$ cat src/rtl/lives_sprite_reader.sv
`default_nettype none
// ============================================================================
//  Module   : lives_sprite_reader
//  Purpose  : Tracks the player's life count and renders one 16x16 heart icon
//             per remaining life from an external icon ROM. Two-stage pixel
//             pipeline: stage 1 decodes the hit and drives the ROM address,
//             stage 2 applies the transparency key.
//  Revision : 1.0  initial release
// ============================================================================
module lives_sprite_reader #(
  parameter int                    ADDRESS     = 8,
  parameter int                    COLOR_BITS  = 24,
  parameter int                    MAX_LIVES   = 5,
  parameter int                    START_LIVES = 3,
  parameter int                    X0          = 16,
  parameter int                    Y0          = 16,
  parameter int                    SPACING     = 20,
  parameter logic [COLOR_BITS-1:0] TRANSPARENT = 24'h000000
) (
  input  logic                  clk,
  input  logic                  rst_n,
  input  logic [9:0]            hcount,
  input  logic [9:0]            vcount,
  input  logic                  video_on,
  input  logic                  life_lost,
  input  logic                  life_gain,
  input  logic                  game_restart,
  output logic [ADDRESS-1:0]    rom_addr,
  input  logic [COLOR_BITS-1:0] rom_data,
  output logic                  pixel_valid,
  output logic [COLOR_BITS-1:0] pixel_rgb,
  output logic [2:0]            lives,
  output logic                  game_over
);

  localparam logic [2:0]  MAX_L   = 3'(MAX_LIVES);
  localparam logic [2:0]  START_L = 3'(START_LIVES);
  localparam logic [10:0] Y_LO    = 11'(Y0);
  localparam logic [10:0] Y_HI    = 11'(Y0 + 16);

  logic [2:0] lives_next;
  logic [2:0] disp_lives;
  logic       hit_d;
  logic       video_on_d;

  // Next life count: restart wins, simultaneous lose/gain cancel, saturate at both ends
  always_comb begin
    lives_next = lives;
    if (game_restart) begin
      lives_next = START_L;
    end else if (life_lost && life_gain) begin
      lives_next = lives;
    end else if (life_lost) begin
      if (lives != 3'd0) lives_next = lives - 3'd1;
    end else if (life_gain) begin
      if (lives < MAX_L) lives_next = lives + 3'd1;
    end
  end

  // Life counter and game-over flag, one cycle after the pulse
  always_ff @(posedge clk or negedge rst_n) begin
    if (!rst_n) begin
      lives     <= START_L;
      game_over <= (START_LIVES == 0);
    end else begin
      lives     <= lives_next;
      game_over <= (lives_next == 3'd0);
    end
  end

  // Frame-start snapshot of the count so a frame is never drawn with two counts
  always_ff @(posedge clk or negedge rst_n) begin
    if (!rst_n) begin
      disp_lives <= START_L;
    end else if (hcount == 10'd0 && vcount == 10'd0) begin
      disp_lives <= lives;
    end
  end

  // Icon hit decode: icon offsets are elaboration constants, no arithmetic on hcount
  logic                 v_in;
  logic [3:0]           row;
  logic [MAX_LIVES-1:0] hit_vec;
  logic [3:0]           col_vec [MAX_LIVES];
  logic [3:0]           col;
  logic                 hit;

  assign v_in = ({1'b0, vcount} >= Y_LO) && ({1'b0, vcount} < Y_HI);
  // Low nibble of (vcount - Y0) only depends on the low nibbles
  assign row  = vcount[3:0] - Y_LO[3:0];

  for (genvar i = 0; i < MAX_LIVES; i++) begin : g_icon
    localparam logic [10:0] XS  = 11'(X0 + i * SPACING);
    localparam logic [10:0] XE  = 11'(X0 + i * SPACING + 16);
    localparam logic [2:0]  IDX = 3'(i);
    assign hit_vec[i] = v_in && ({1'b0, hcount} >= XS) && ({1'b0, hcount} < XE)
                        && (IDX < disp_lives);
    assign col_vec[i] = hit_vec[i] ? (hcount[3:0] - XS[3:0]) : 4'd0;
  end

  // Icons never overlap, so OR-merging the masked column offsets selects the hit one
  always_comb begin
    col = 4'd0;
    for (int i = 0; i < MAX_LIVES; i++) begin
      col = col | col_vec[i];
    end
    hit = |hit_vec;
  end

  // Stage 1: ROM address (held when nothing is hit), hit and blanking delayed
  always_ff @(posedge clk or negedge rst_n) begin
    if (!rst_n) begin
      rom_addr   <= '0;
      hit_d      <= 1'b0;
      video_on_d <= 1'b0;
    end else begin
      if (hit) rom_addr <= ADDRESS'({row, col});
      hit_d      <= hit;
      video_on_d <= video_on;
    end
  end

  // Stage 2: transparency key and output colour gating
  always_ff @(posedge clk or negedge rst_n) begin
    if (!rst_n) begin
      pixel_valid <= 1'b0;
      pixel_rgb   <= '0;
    end else begin
      if (hit_d && video_on_d && (rom_data != TRANSPARENT)) begin
        pixel_valid <= 1'b1;
        pixel_rgb   <= rom_data;
      end else begin
        pixel_valid <= 1'b0;
        pixel_rgb   <= '0;
      end
    end
  end

endmodule
`default_nettype wire

$ cat config.mk
export PLATFORM = sky130hd
export DESIGN_NAME = lives_sprite_reader
export DESIGN_NICKNAME = d
export VERILOG_FILES = /design/src/rtl/lives_sprite_reader.sv
export SDC_FILE = /design/constraint.sdc
export NUM_CORES = 1
export LEC_CHECK = 0
export BUFFER_PORTS_ARGS = -buffer_cell sky130_fd_sc_hd__clkbuf_2
export CAP_MARGIN = 25
export CELL_PAD_IN_SITES_DETAIL_PLACEMENT = 0
export CELL_PAD_IN_SITES_GLOBAL_PLACEMENT = 2
export CORE_MARGIN = 1
export CORE_UTILIZATION = 31
export DETAILED_ROUTE_END_ITERATION = 6
export HOLD_SLACK_MARGIN = 0.03
export PLACE_DENSITY_LB_ADDON = 0.1
export SYNTH_ARGS = -nofsm -noshare
export SYNTH_HDL_FRONTEND = slang
export SYNTH_SLANG_ARGS = --single-unit
$ cat constraint.sdc
create_clock -name clk -period 4.9 [get_ports clk]
set_input_delay 0.98 -clock clk [delete_from_list [all_inputs] [get_ports clk]]
set_output_delay 0.98 -clock clk [all_outputs]
set_load 0.02 [all_outputs]
==> flow_metrics.env <==
export IMPL_crit_path_cell_trace="clkbuf_2 -> inv_1 -> ha_1 -> or3b_2 -> a2111oi_4 -> a211oi_2 -> o21ai_4 -> mux2_2"
export IMPL_critPathMaxFanout=8
export IMPL_power_share_combinational_pct=11.9
export IMPL_maxSlewViolCount=0
export IMPL_htree_levels=2
export IMPL_place_gp_congestion=0.795
export IMPL_fmax_mhz=348
export IMPL_p_clk_share_pct=33.2
export IMPL_crit_required_ns=5.07
export IMPL_die_w_um=83.3
export IMPL_yosysSeqAreaShare_pct=51.6
export IMPL_min_to="rom_addr[1]"
export IMPL_post_dp_hpwl_um=3620
export IMPL_die_h_um=83.3
export IMPL_leakagePower_uw=0.00137
export IMPL_final_setup_worst_slack_ns=2.03
export IMPL_grt_pass1_vias=1661
export IMPL_cts_hold_buf=0
export IMPL_rows=29
export IMPL_cts_max_path_buffers=2
export IMPL_ios=87
export IMPL_worst_pin_slew_ns=0.578
export IMPL_port_buffer_count=86
export IMPL_powerDensity_nw_per_um2=246
export IMPL_antenna_left=0
export IMPL_p_int_uw=500
export IMPL_skew_ns=0.00116
export IMPL_fin_crit_ns=2.87
export IMPL_syn_to_final_growth_pct=30.1
export IMPL_post_cts_setup_buffers=0
export IMPL_reg2reg_depth=5
export IMPL_tns_ns=0
export IMPL_grt_pass1_wl_um=7670
export IMPL_cts_made_buffers=5
export IMPL_drt_wl_total_um=4530
export IMPL_final_setup_viol_count=0
export IMPL_cts_resized=0
export IMPL_firstDrtPassIters=4
export IMPL_avgSynthCellArea_um2=11.2
export IMPL_synthesis_nets=240
export IMPL_fin_crit_sh_pct=58.6
export IMPL_grt_use_total_pct=13.7
export IMPL_num_vias=1698
export IMPL_p_seq_share_pct=54.9
export IMPL_final_cell_mix="clkbuf_2, dfrtp_1, and2_1"
export IMPL_max_slew_margin_rel_pct=61.5
export IMPL_regToRegEndpoint="rom_addr[5]"
export IMPL_crit_type="input pin to flop"
export IMPL_cts_tree="built"
export IMPL_hp_class="flop to flop"
export IMPL_synthDistinctLibCells=46
export IMPL_grt_overflow=0
export IMPL_viasPerCell=4.87
export IMPL_reg2reg_setup_slack_ns=3.02
export IMPL_switchingPower_uw=157
export IMPL_hold_depth=1
export IMPL_antenna_cells=0
export IMPL_wire_per_inst_um=13.0
export IMPL_syn_cell_area_um2=2050
export IMPL_drt_drc_violations_left=0
export IMPL_die_area_um2=6940
export IMPL_final_design_area_no_fill_um2=2670
export IMPL_maxCapViolCount=0
export IMPL_cts_sinks=42
export IMPL_start_kind="input pin"
export IMPL_ys_warnings_count=0
export IMPL_initial_core_util_pct=32.3
export IMPL_core_area_um2=6350
export IMPL_reg2reg_from="disp_lives[1]"
export IMPL_rsz0062_at_grt="no"
export IMPL_grt_max_degree=26
export IMPL_final_common_cell="clkbuf_2"
export IMPL_antenna_found_initial=0
export IMPL_hold_path_startpoint="rom_addr[1]"
export IMPL_cpLargestDelayFamily="compound AO/OA/AOI/OAI gates"
export IMPL_hold_viol_final=0
export IMPL_root_buffer="clkbuf_8"
export IMPL_crit_path_end_kind="flop"
export IMPL_cp_arrival_ns=3.04
export IMPL_status="finished clean"
export IMPL_syn_inst=183
export IMPL_drt_iter0_drc=47
export IMPL_slowest_delay_ns=0.47
export IMPL_cp_slowest_cell="or3b_2"
export IMPL_synth_seq_cells=42
export IMPL_path_buf_inv=2
export IMPL_nNetsFinal=328
export IMPL_post_dp_cell_area_um2=2570
export IMPL_worstSetupPathDepth=8
export IMPL_worstSkewPairLatency_ns=0.28
export IMPL_clkTransAtPathRegs_ns=0.07
export IMPL_fin_util_pct=42.0
export IMPL_swShare_pct=23.8
export IMPL_place_ws_ns=1.73
export IMPL_vdd_drop_max_v=0.000125
export IMPL_drive_gt1_share_pct=41.9
## worst register-to-register path, stage by stage, from the launching register on
cell and delay (ns):
dfstp_2 0.57, o31ai_1 0.08, nor4_1 0.28, o21ai_0 0.28, o21ai_4 0.19, mux2_2 0.38
## power groups by stage
| stage | Clock, uW | Sequential [uW] | Combinational, uW |
|---|---|---|---|
| 3_3_place_gp | 0 | 367 | 78.0 |
| 2_1_floorplan | 0 | 366 | 36.5 |
| 6_report | 218 | 360 | 78.0 |
| 4_1_cts | 230 | 361 | 79.3 |
| 5_1_grt | 249 | 362 | 88.2 |
| 3_5_place_dp | 0 | 367 | 79.0 |
## sequential cells by signal (all words and copies together) (netlist names)
| signal | count |
|---|---|
| pixel_valid | 1 |
| lives | 3 |
| hit_d | 1 |
| game_over | 1 |
| disp_lives | 3 |
| video_on_d | 1 |
| pixel_rgb | 24 |
| rom_addr | 8 |
## metrics by stage
| step | hold WS, ns | std cells | power (uW) |
|---|---|---|---|
| 4_1_cts | 0.514 | 349 | 670 |
| 3_3_place_gp | 0.499 | 340 | 445 |
| 6_report | 0.509 | 349 | 656 |
| 3_5_place_dp | 0.497 | 341 | 446 |
| 2_1_floorplan | 0.549 | 183 | 402 |
| 5_1_grt | 0.533 | 349 | 699 |
## final cells by class
type / instances / area (um2)
repair buffers: 88 / 465
multi-input cells: 129 / 937
well taps: 77 / 96.3
clock buffers: 7 / 86.3
fillers: 638 / 3680
inverters: 5 / 18.8
flip-flops and latches: 42 / 1060
clock inverters: 1 / 5.00
## how the worst max path moves through the flow
| stage | end | from | slack [ns] |
|---|---|---|---|
| final | rom_addr[5] | hcount[3] | 2.03 |
| after global routing | rom_addr[6] | hcount[3] | 1.92 |
| after floorplan | rom_addr[0] | hcount[3] | 2.05 |
| after detailed placement | rom_addr[5] | hcount[3] | 1.73 |
| after CTS | rom_addr[5] | hcount[3] | 2.02 |
| after global placement | rom_addr[1] | hcount[3] | 1.77 |
## per-layer routing
metal / up-vias / GRT usage [%] / share of wire [%]
li1: 843 / - / -
met1: 797 / 17.1 / 43
met2: 56 / 22.9 / 49
met3: 2 / 4.87 / 7.4
met4: 0 / 2.82 / 0.31
met5: - / 0 / 0
## synth_stat cells, drive strengths merged
library cell | count | area, um2
o21a | 2 | 15.0
o22ai | 1 | 6.26
o31ai | 1 | 7.51
mux2 | 9 | 101
a21o | 1 | 7.51
o221ai | 2 | 17.5
xnor2 | 1 | 8.76
o21ai | 5 | 36.3
nand2b | 3 | 18.8
clkbuf | 4 | 15.0
o211a | 1 | 10.0
or3b | 1 | 8.76
nor2 | 12 | 45.0
and2b | 1 | 7.51
nand4b | 3 | 26.3
nand3 | 4 | 20.0
a221oi | 1 | 8.76
nor2b | 5 | 31.3
dfrtp | 38 | 951
nor3b | 1 | 7.51
o311ai | 2 | 17.5
a41oi | 1 | 8.76
and2 | 25 | 156
a211oi | 3 | 32.5
a21oi | 3 | 15.0
a2111oi | 1 | 27.5
or4b | 1 | 10.0
nor4 | 10 | 68.8
nand2 | 5 | 18.8
a22oi | 2 | 15.0
and3 | 1 | 6.26
nor3 | 6 | 30.0
or3 | 1 | 6.26
and4 | 1 | 8.76
inv | 5 | 18.8
buf | 3 | 21.3
a311oi | 1 | 8.76
o22a | 1 | 8.76
dfstp | 4 | 105
ha | 7 | 87.6
a31oi | 3 | 18.8
o21bai | 1 | 7.51
## logic make-up after synthesis
kind of cell,Yosys count,synth area share [%]
muxes,9,4.95
DFF,42,51.6
adders and majority gates,7,4.28
buffers and inverters,12,2.69
xor gates and xnor gates,1,0.428
and+or+nand+nor,80,23.0
AOI/OAI and AO/OA,32,13.1
(Power assumes the default switching activity.)
